### config.mk
export PLATFORM = sky130hd
export DESIGN_NAME = ahb_slave_write_bank
export DESIGN_NICKNAME = d
export VERILOG_FILES = /design/src/rtl/ahb_slave_write_bank.sv
export SDC_FILE = /design/constraint.sdc
export NUM_CORES = 1
export LEC_CHECK = 0
export BUFFER_PORTS_ARGS = -buffer_cell sky130_fd_sc_hd__buf_4
export CORE_AREA = 3 3 235 237
export CTS_BUF_LIST = sky130_fd_sc_hd__clkbuf_16
export DETAILED_ROUTE_END_ITERATION = 7
export DIE_AREA = 0 0 238 240
export SYNTH_ARGS = -nofsm -noshare
export SYNTH_HDL_FRONTEND = slang
export SYNTH_SLANG_ARGS = --single-unit
export TNS_END_PERCENT = 30
### constraint.sdc
create_clock -name HCLK -period 50.9 [get_ports HCLK]
set_input_delay 5.09 -clock HCLK [delete_from_list [all_inputs] [get_ports HCLK]]
set_output_delay 5.09 -clock HCLK [all_outputs]
set_load 0.02 [all_outputs]
### src/rtl/ahb_slave_write_bank.sv
// AHB-Lite write-only slave that assembles 32-bit beats into wide channel registers,
// stalling the bus when the pushing channel completes into a full downstream FIFO.
module ahb_slave_write_bank #(
  parameter int          NUM_CH    = 4,
  parameter int          CH_WIDTH  = 128,
  parameter logic [31:0] BASE_ADDR = 32'h0000_0000,
  parameter int          PUSH_CH   = 3
) (
  input  logic                       HCLK,
  input  logic                       HRESET,
  input  logic                       HSEL,
  input  logic [31:0]                HADDR,
  input  logic                       HWRITE,
  input  logic [1:0]                 HTRANS,
  input  logic [2:0]                 HSIZE,
  input  logic [2:0]                 HBURST,
  input  logic [31:0]                HWDATA,
  input  logic                       HREADY,
  output logic                       HREADYOUT,
  output logic                       HRESP,
  input  logic                       fifo_full,
  output logic                       fifo_push,
  output logic [NUM_CH*CH_WIDTH-1:0] ch_data,
  output logic [NUM_CH-1:0]          ch_valid,
  output logic                       rw_error
);

  localparam int WPC = CH_WIDTH / 32;
  localparam int BW  = $clog2(CH_WIDTH / 8);
  localparam int WW  = (WPC > 1) ? $clog2(WPC) : 1;
  localparam int CW  = (NUM_CH > 1) ? $clog2(NUM_CH) : 1;

  localparam logic [31:0]   SPAN      = 32'(NUM_CH * CH_WIDTH / 8);
  localparam logic [WW-1:0] LAST_WORD = WW'(WPC - 1);
  localparam logic [CW-1:0] PUSH_IDX  = CW'(PUSH_CH);

  localparam logic [2:0] IDLE = 3'd0;
  localparam logic [2:0] DATA = 3'd1;
  localparam logic [2:0] WAIT = 3'd2;
  localparam logic [2:0] ERR1 = 3'd3;
  localparam logic [2:0] ERR2 = 3'd4;

  logic [2:0]    state, state_nxt, decode_nxt;
  logic [CW-1:0] pend_ch, cap_ch;
  logic [WW-1:0] pend_word, cap_word;
  logic [31:0]   off;
  logic          capture, legal, last_beat, stall, do_write;
  logic          unused_ok;

  // HBURST is ignored: every beat carries its own address.
  assign unused_ok = ^{HBURST, HTRANS[0]};

  assign off        = HADDR - BASE_ADDR;
  assign capture    = HSEL & HREADY & HTRANS[1];
  assign legal      = HWRITE && (HSIZE == 3'b010) && (HADDR[1:0] == 2'b00) && (off < SPAN);
  assign cap_ch     = CW'(off >> BW);
  assign cap_word   = WW'((off >> 2) & 32'(WPC - 1));
  assign decode_nxt = capture ? (legal ? DATA : ERR1) : IDLE;

  assign last_beat = (pend_word == LAST_WORD);
  assign stall     = (state == DATA) && (pend_ch == PUSH_IDX) && last_beat && fifo_full;
  assign do_write  = ((state == DATA) && !stall) || ((state == WAIT) && !fifo_full);
  assign rw_error  = (state == ERR1);

  always_comb begin
    HREADYOUT = 1'b1;
    HRESP     = 1'b0;
    state_nxt = state;
    case (state)
      IDLE: state_nxt = decode_nxt;
      DATA: begin
        HREADYOUT = !stall;
        state_nxt = stall ? WAIT : decode_nxt;
      end
      WAIT: begin
        HREADYOUT = !fifo_full;
        state_nxt = fifo_full ? WAIT : IDLE;
      end
      ERR1: begin
        HREADYOUT = 1'b0;
        HRESP     = 1'b1;
        state_nxt = ERR2;
      end
      ERR2: begin
        HRESP     = 1'b1;
        state_nxt = decode_nxt;
      end
      default: state_nxt = IDLE;
    endcase
  end

  // Only the decode paths reach DATA, so entering DATA is the capture strobe.
  always_ff @(posedge HCLK or posedge HRESET) begin
    if (HRESET) begin
      state     <= IDLE;
      pend_ch   <= '0;
      pend_word <= '0;
      ch_data   <= '0;
      ch_valid  <= '0;
      fifo_push <= 1'b0;
    end else begin
      state     <= state_nxt;
      ch_valid  <= '0;
      fifo_push <= 1'b0;
      if (state_nxt == DATA) begin
        pend_ch   <= cap_ch;
        pend_word <= cap_word;
      end
      if (do_write) begin
        ch_data[int'(pend_ch) * CH_WIDTH + int'(pend_word) * 32 +: 32] <= HWDATA;
        if (last_beat) begin
          ch_valid[pend_ch] <= 1'b1;
          fifo_push         <= (pend_ch == PUSH_IDX);
        end
      end
    end
  end

endmodule

==> results of run 1 <==
report_power, final:
part	internal (mW)	leakage, nW	switching, mW
logic	0.139	7.11	0.226
registers	0.473	7.07	0.0365
clock network	0.223	0.891	0.161
final cells by class:
| class | count | area share, % |
|---|---|---|
| sequential | 523 | 46.3 |
| multi-input combinational | 949 | 27.4 |
| timing repair buffer | 617 | 16.4 |
| clock buffer | 58 | 5.14 |
| tap | 696 | 3.08 |
| clock inverter | 35 | 0.899 |
| inverter | 53 | 0.730 |
| antenna | 1 | 0.00885 |
cell usage in the layout, fill, tap and decap left out, types with 14 or more instances in the layout:
| master | n |
|---|---|
| mux2_4 | 30 |
| and3_1 | 33 |
| clkbuf_16 | 58 |
| nand2_1 | 158 |
| o21ai_0 | 136 |
| buf_4 | 616 |
| o31ai_1 | 18 |
| mux2_2 | 339 |
| nor2_1 | 14 |
| mux2i_1 | 44 |
| and2_1 | 77 |
| dfrtp_1 | 522 |
| inv_1 | 67 |
registers in the layout (all words and copies together) (netlist names):
name	cells
ch_data	512
ch_valid	4
pend_ch	2
pend_word	2
state	3
worst max-delay path, stage by stage:
cell     delay, ns
buf_4         0.10
nand3_1       0.11
a21o_1        0.31
or3_1         0.40
buf_4         0.17
cells by family (layout without fill, tap and decap cells):
| logic type | after synthesis | count (layout) |
|---|---|---|
| multiplexers | 414 | 414 |
| other | 0 | 1 |
| flip-flops | 523 | 523 |
| XOR/XNOR | 2 | 2 |
| buffers and inverters | 153 | 763 |
| adder cells (fa/ha/maj) | 14 | 14 |
| AO/OA/AOI/OAI | 182 | 182 |
| AND/OR/NAND/NOR | 337 | 337 |
how the worst max path moves through the flow:
stage	endpoint	depth (start not counted)	startpoint
2_1_floorplan	ch_data[0]	1	HRESET
3_5_place_dp	HREADYOUT	5	fifo_full
3_3_place_gp	HREADYOUT	5	fifo_full
5_1_grt	HREADYOUT	5	fifo_full
6_report	HREADYOUT	5	fifo_full
4_1_cts	HREADYOUT	5	fifo_full
per-layer routing:
layer,up-vias,routed length [microns],GRT usage (%)
met5,-,32,0
met4,6,2030,7.24
met3,100,5600,7.36
met2,494,36200,43.0
met1,7870,28200,29.6
li1,6775,-,-
==> metrics, run 1 <==
Tmin final=11.28 ns; final instance area=28300 sq um; post-synthesis xor/xnor area fraction=0.0821%; Final setup viols=0; Mapped Area=21300 sq um; status=completed; RSZ-0062 raised after global routing=no; Ports=598; FMAX=88.6 MHz; row count=85; overall power=1.26 mW; first-pass GRT wire length=106000 microns; GRT Total Usage=24.6%; Worst Min Path Start=ch_data[75]; yosys warns=0; CTS Buffer Depth=3; Slew HR=19.1%; Placer Congestion=0.832; Synth Area in Simple Gates=7.90%; Buffers on Ports=593; ys async rst share=100%; Post-synth top flop=dfrtp_1; DRT iter0 DRCs=941; adder-cell share of the synthesized area=0.821%; Synth Area in Compound Gates=4.87%; top-count cell post-synth=dfrtp_1; r2r setup slk=45.09 ns; Layout area overhead=32.4%; R2R depth=8; CTS tree=yes; CTS buffer count=56; FF-to-FF End=ch_data[8]; syn nets=1717; DIE AREA=57100 sq um; Die X=238 microns; Synth cell types=49; post-place instance area=26600 sq um; largest net degree at the start of global routing=167; synthesized instance count=1625; Reg-to-Reg Start=pend_word[0]; post-layout util=52.8%; Hold Crit Endpoint=ch_data[75]; CTS Sinks=523; Pre-Repair DR Iteration Count=5; Yosys reg bits=523; Initial Util=39.9%; largest cells by area after synthesis=dfrtp_1 (61%), mux2_2 (18%), o21ai_0 (3.2%); Clock Pin Slew Worst Setup and Hold Paths=0.06 ns; DR vias=15245; initial antenna violation count=2; Post-synth EDFFs=0; peak supply drop=31.8 uV; CP Data Arrival Time=6.19 ns; DP Cell Count=2838; final hold violation count=0; vias in the first global route=15928; Worst-Skew Late Latency=0.60 ns; Hold Buf Count CTS=0; CP Max Fanout=9; Non-Filler Instances=2932; share of layout cells above drive strength 1=48.2%; clock skew=0.0164 ns; Root Driver=clkbuf_16; Worst Setup Path Type=in -> out; final WL=72000 microns; max-slew violations=0; Reg area=13100 sq um; core footprint=53500 sq um; Post-DRT Antenna Nets=0; leakage=15.1 nW; Setup TNS Final=0 ns; worst min-delay path class=reg -> reg; drt wl/cell=24.6 microns; Filler Cells Inserted=4651; area leader, netlist=dfrtp_1; final worst-path setup slack=39.62 ns; H-tree depth=2; DRC=0; post-CTS setup buffers=0; Die H=240 microns; CP endpoint kind=output port; CTS resizes=0; post-synth top area share=61.3%; Req. time, crit path=45.81 ns; Hold WS=0.480 ns; MaxCap Viol Count=0; Slew @ Worst Pin=1.21 ns; # nets final=2292; mux share of post-synthesis cell area=22.1%; DP Worst Slack=39.62 ns; hold depth=2; GRT Residual Overflow=0; final worst-path cycle share=22.2%; Seq/Total Area, Yosys=61.3%; synthesized area per cell=13.1 sq um; footprint of the multi-input gates=7740 sq um; Vias/cell=5.20; power density cells=44.5 nW/um^2; main combinational cell family by area after synthesis=multiplexers; commonest cells in the netlist=dfrtp_1 (523), mux2_2 (339), nand2_1 (161); DP Wirelength=50600 microns; startpoint types=primary input
No activity file was read; power rests on OpenSTA's default activity.
==> inputs of run 2 (changes only) <==
--- a/config.mk
+++ b/config.mk
@@ -6,10 +6,11 @@
 export NUM_CORES = 1
 export LEC_CHECK = 0
 export BUFFER_PORTS_ARGS = -buffer_cell sky130_fd_sc_hd__buf_4
-export CORE_AREA = 3 3 235 237
+export CORE_AREA = 3 3 231 233
 export CTS_BUF_LIST = sky130_fd_sc_hd__clkbuf_16
 export DETAILED_ROUTE_END_ITERATION = 7
-export DIE_AREA = 0 0 238 240
+export DIE_AREA = 0 0 234 236
+export PLACE_DENSITY = 0.68
 export SYNTH_ARGS = -nofsm -noshare
 export SYNTH_HDL_FRONTEND = slang
 export SYNTH_SLANG_ARGS = --single-unit
==> constraint.sdc (replaced) <==
create_clock -name HCLK -period 9.8 [get_ports HCLK]
set_input_delay 0.98 -clock HCLK [delete_from_list [all_inputs] [get_ports HCLK]]
set_output_delay 0.98 -clock HCLK [all_outputs]
set_load 0.02 [all_outputs]
==> run 2 against run 1 <==
  * Total power rose to 5.2 times the previous value
  * Highest routed layer is now met4
  * Sequential power grew to 5.2 times the previous value
  * Non-clock buffer count shrank 5
  * Register-to-register slack got worse by 40 ns
  * Cell count decreased by 0.48%
  * Hold slack improved by 0.0027 ns
  * Critical endpoint is now ch_data[501]
  * Clock-buffer cell count fell by 4
  * Worst setup slack worse by 35 ns
==> metrics, run 2 (synthesized netlist as in run 1, its figures left out) <==
FMAX=192 MHz; M1 WL=26600 microns; # nets final=2285; overall power=6.50 mW; Placer Congestion=0.843; CP Max Fanout=42; max reg flops=512; status=completed; Hold Buf Count CTS=0; most frequent cells in the layout=buf_4 (609), dfrtp_1 (522), mux2_2 (339); final worst-path setup slack=4.59 ns; startpoint types=flop; Hold WS=0.483 ns; Filler Cells Inserted=4316; largest net degree at the start of global routing=189; Final setup viols=0; GRT Residual Overflow=0; DRC=0; Non-Filler Instances=2918; leakage=15.0 nW; r2r setup slk=4.59 ns; CTS buffer count=54; hold depth=2; DP Wirelength=48500 microns; final WL=69900 microns; Tmin final=5.21 ns; DP Worst Slack=4.67 ns; vias in the first global route=16107; Setup TNS Final=0 ns; met2 WL=35200 microns; CTS tree=yes; Sw Pwr=2.22 mW; DP Cell Count=2817; power density cells=230 nW/um^2; CTS Sinks=523; Clk pwr share=30.4%; Comb pwr share=28.9%; Die X=234 microns; MaxCap Viol Count=0; core footprint=51400 sq um; sequential share of power=40.7%; post-place instance area=26500 sq um; Root Driver=clkbuf_16; FF-to-FF End=ch_data[501]; H-tree depth=2; CTS resizes=0; first-pass GRT wire length=104000 microns; routed wl met3=5750 microns; Layout area overhead=32.2%; Most flops, register=ch_data; CTS Buffer Depth=3; Top Metal Used=met4; Hold Crit Endpoint=ch_data[76]; Pint=4.28 mW; initial antenna violation count=0; DIE AREA=55200 sq um; Worst Min Path Start=ch_data[76]; peak supply drop=141 uV; Clock Pin Slew Worst Setup and Hold Paths=0.06 ns; worst min-delay path class=reg -> reg; CP Data Arrival Time=5.68 ns; Req. time, crit path=10.27 ns; post-layout util=54.9%; GRT Total Usage=24.9%; Net Sw Frac=34.1%; Vias/cell=5.25; post-CTS setup buffers=0; DR vias=15323; largest registers=ch_data: 512 flops, ch_valid: 4 flops, state: 3 flops; R2R depth=7; row count=83; Worst Setup Path Type=reg -> reg; Worst-Skew Late Latency=0.61 ns; share of layout cells above drive strength 1=48.5%; Initial Util=41.5%; Buffers on Ports=593; Slew @ Worst Pin=1.25 ns; RSZ-0062 raised after global routing=no; Die H=236 microns; Reg-to-Reg Start=pend_word[0]; clock skew=0.0218 ns; Ports=598; max-slew violations=0; drt wl/cell=23.9 microns; final instance area=28200 sq um; Slew HR=16.8%; CP endpoint kind=flop; Post-DRT Antenna Nets=0; DRT iter0 DRCs=1079; Pre-Repair DR Iteration Count=6; commonest non-fill, non-tap cell in the layout=buf_4; final worst-path cycle share=53.2%; n_diodes=0; final hold violation count=0
-- run 2: cell types whose count changed in the layout (fill, tap and decap cells not counted), sizes merged --
cell,delta
inv,-7
buf,-5
diode,-1
clkbuf,-4
clkinv,+17
clkinvlp,+2
-- run 2: worst max path at each step --
stage          cells after the start          from      endpoint  slack [ns]
6_report                           7  pend_word[0]  ch_data[501]        4.59
5_1_grt                            7  pend_word[0]  ch_data[501]        4.34
4_1_cts                            7  pend_word[0]  ch_data[463]        4.66
3_5_place_dp                       7  pend_word[0]  ch_data[443]        4.67
3_3_place_gp                       7  pend_word[0]  ch_data[441]        4.75
2_1_floorplan                      1        HRESET    ch_data[0]        1.71
-- run 2: layout make-up --
cell class	count	area [sq um]	share of cell area, %
clock inverters	47	335	1.19
flip-flops and latches	523	13100	46.4
multi-input cells	949	7750	27.5
inverters	53	203	0.718
well taps	680	851	3.02
repair buffers	612	4630	16.4
clock buffers	54	1350	4.79
-- run 2: power by group through the flow --
stage / logic [mW] / registers, mW / clock network (mW)
detailed placement: 1.89 / 2.68 / 0
floorplan: 0.670 / 3.00 / 0
global placement: 1.86 / 2.67 / 0
finish: 1.88 / 2.65 / 1.97
CTS: 1.90 / 2.65 / 2.01
global route: 2.02 / 2.68 / 2.10
-- run 2: routing by layer --
metal	global-route usage [%]	vias to the layer above
met1	30.0	7853
met2	43.0	585
met4	7.92	0
met5	0	-
li1	-	6761
met3	7.13	124
-- run 2: worst max-delay path, cell delays in order, from the launching register on --
cell     delay [ns]
dfrtp_2        0.96
inv_1          0.26
ha_2           0.97
nor2b_1        0.27
o21ai_1        0.25
nor4_1         0.89
nand2_2        0.89
mux2_2         0.56
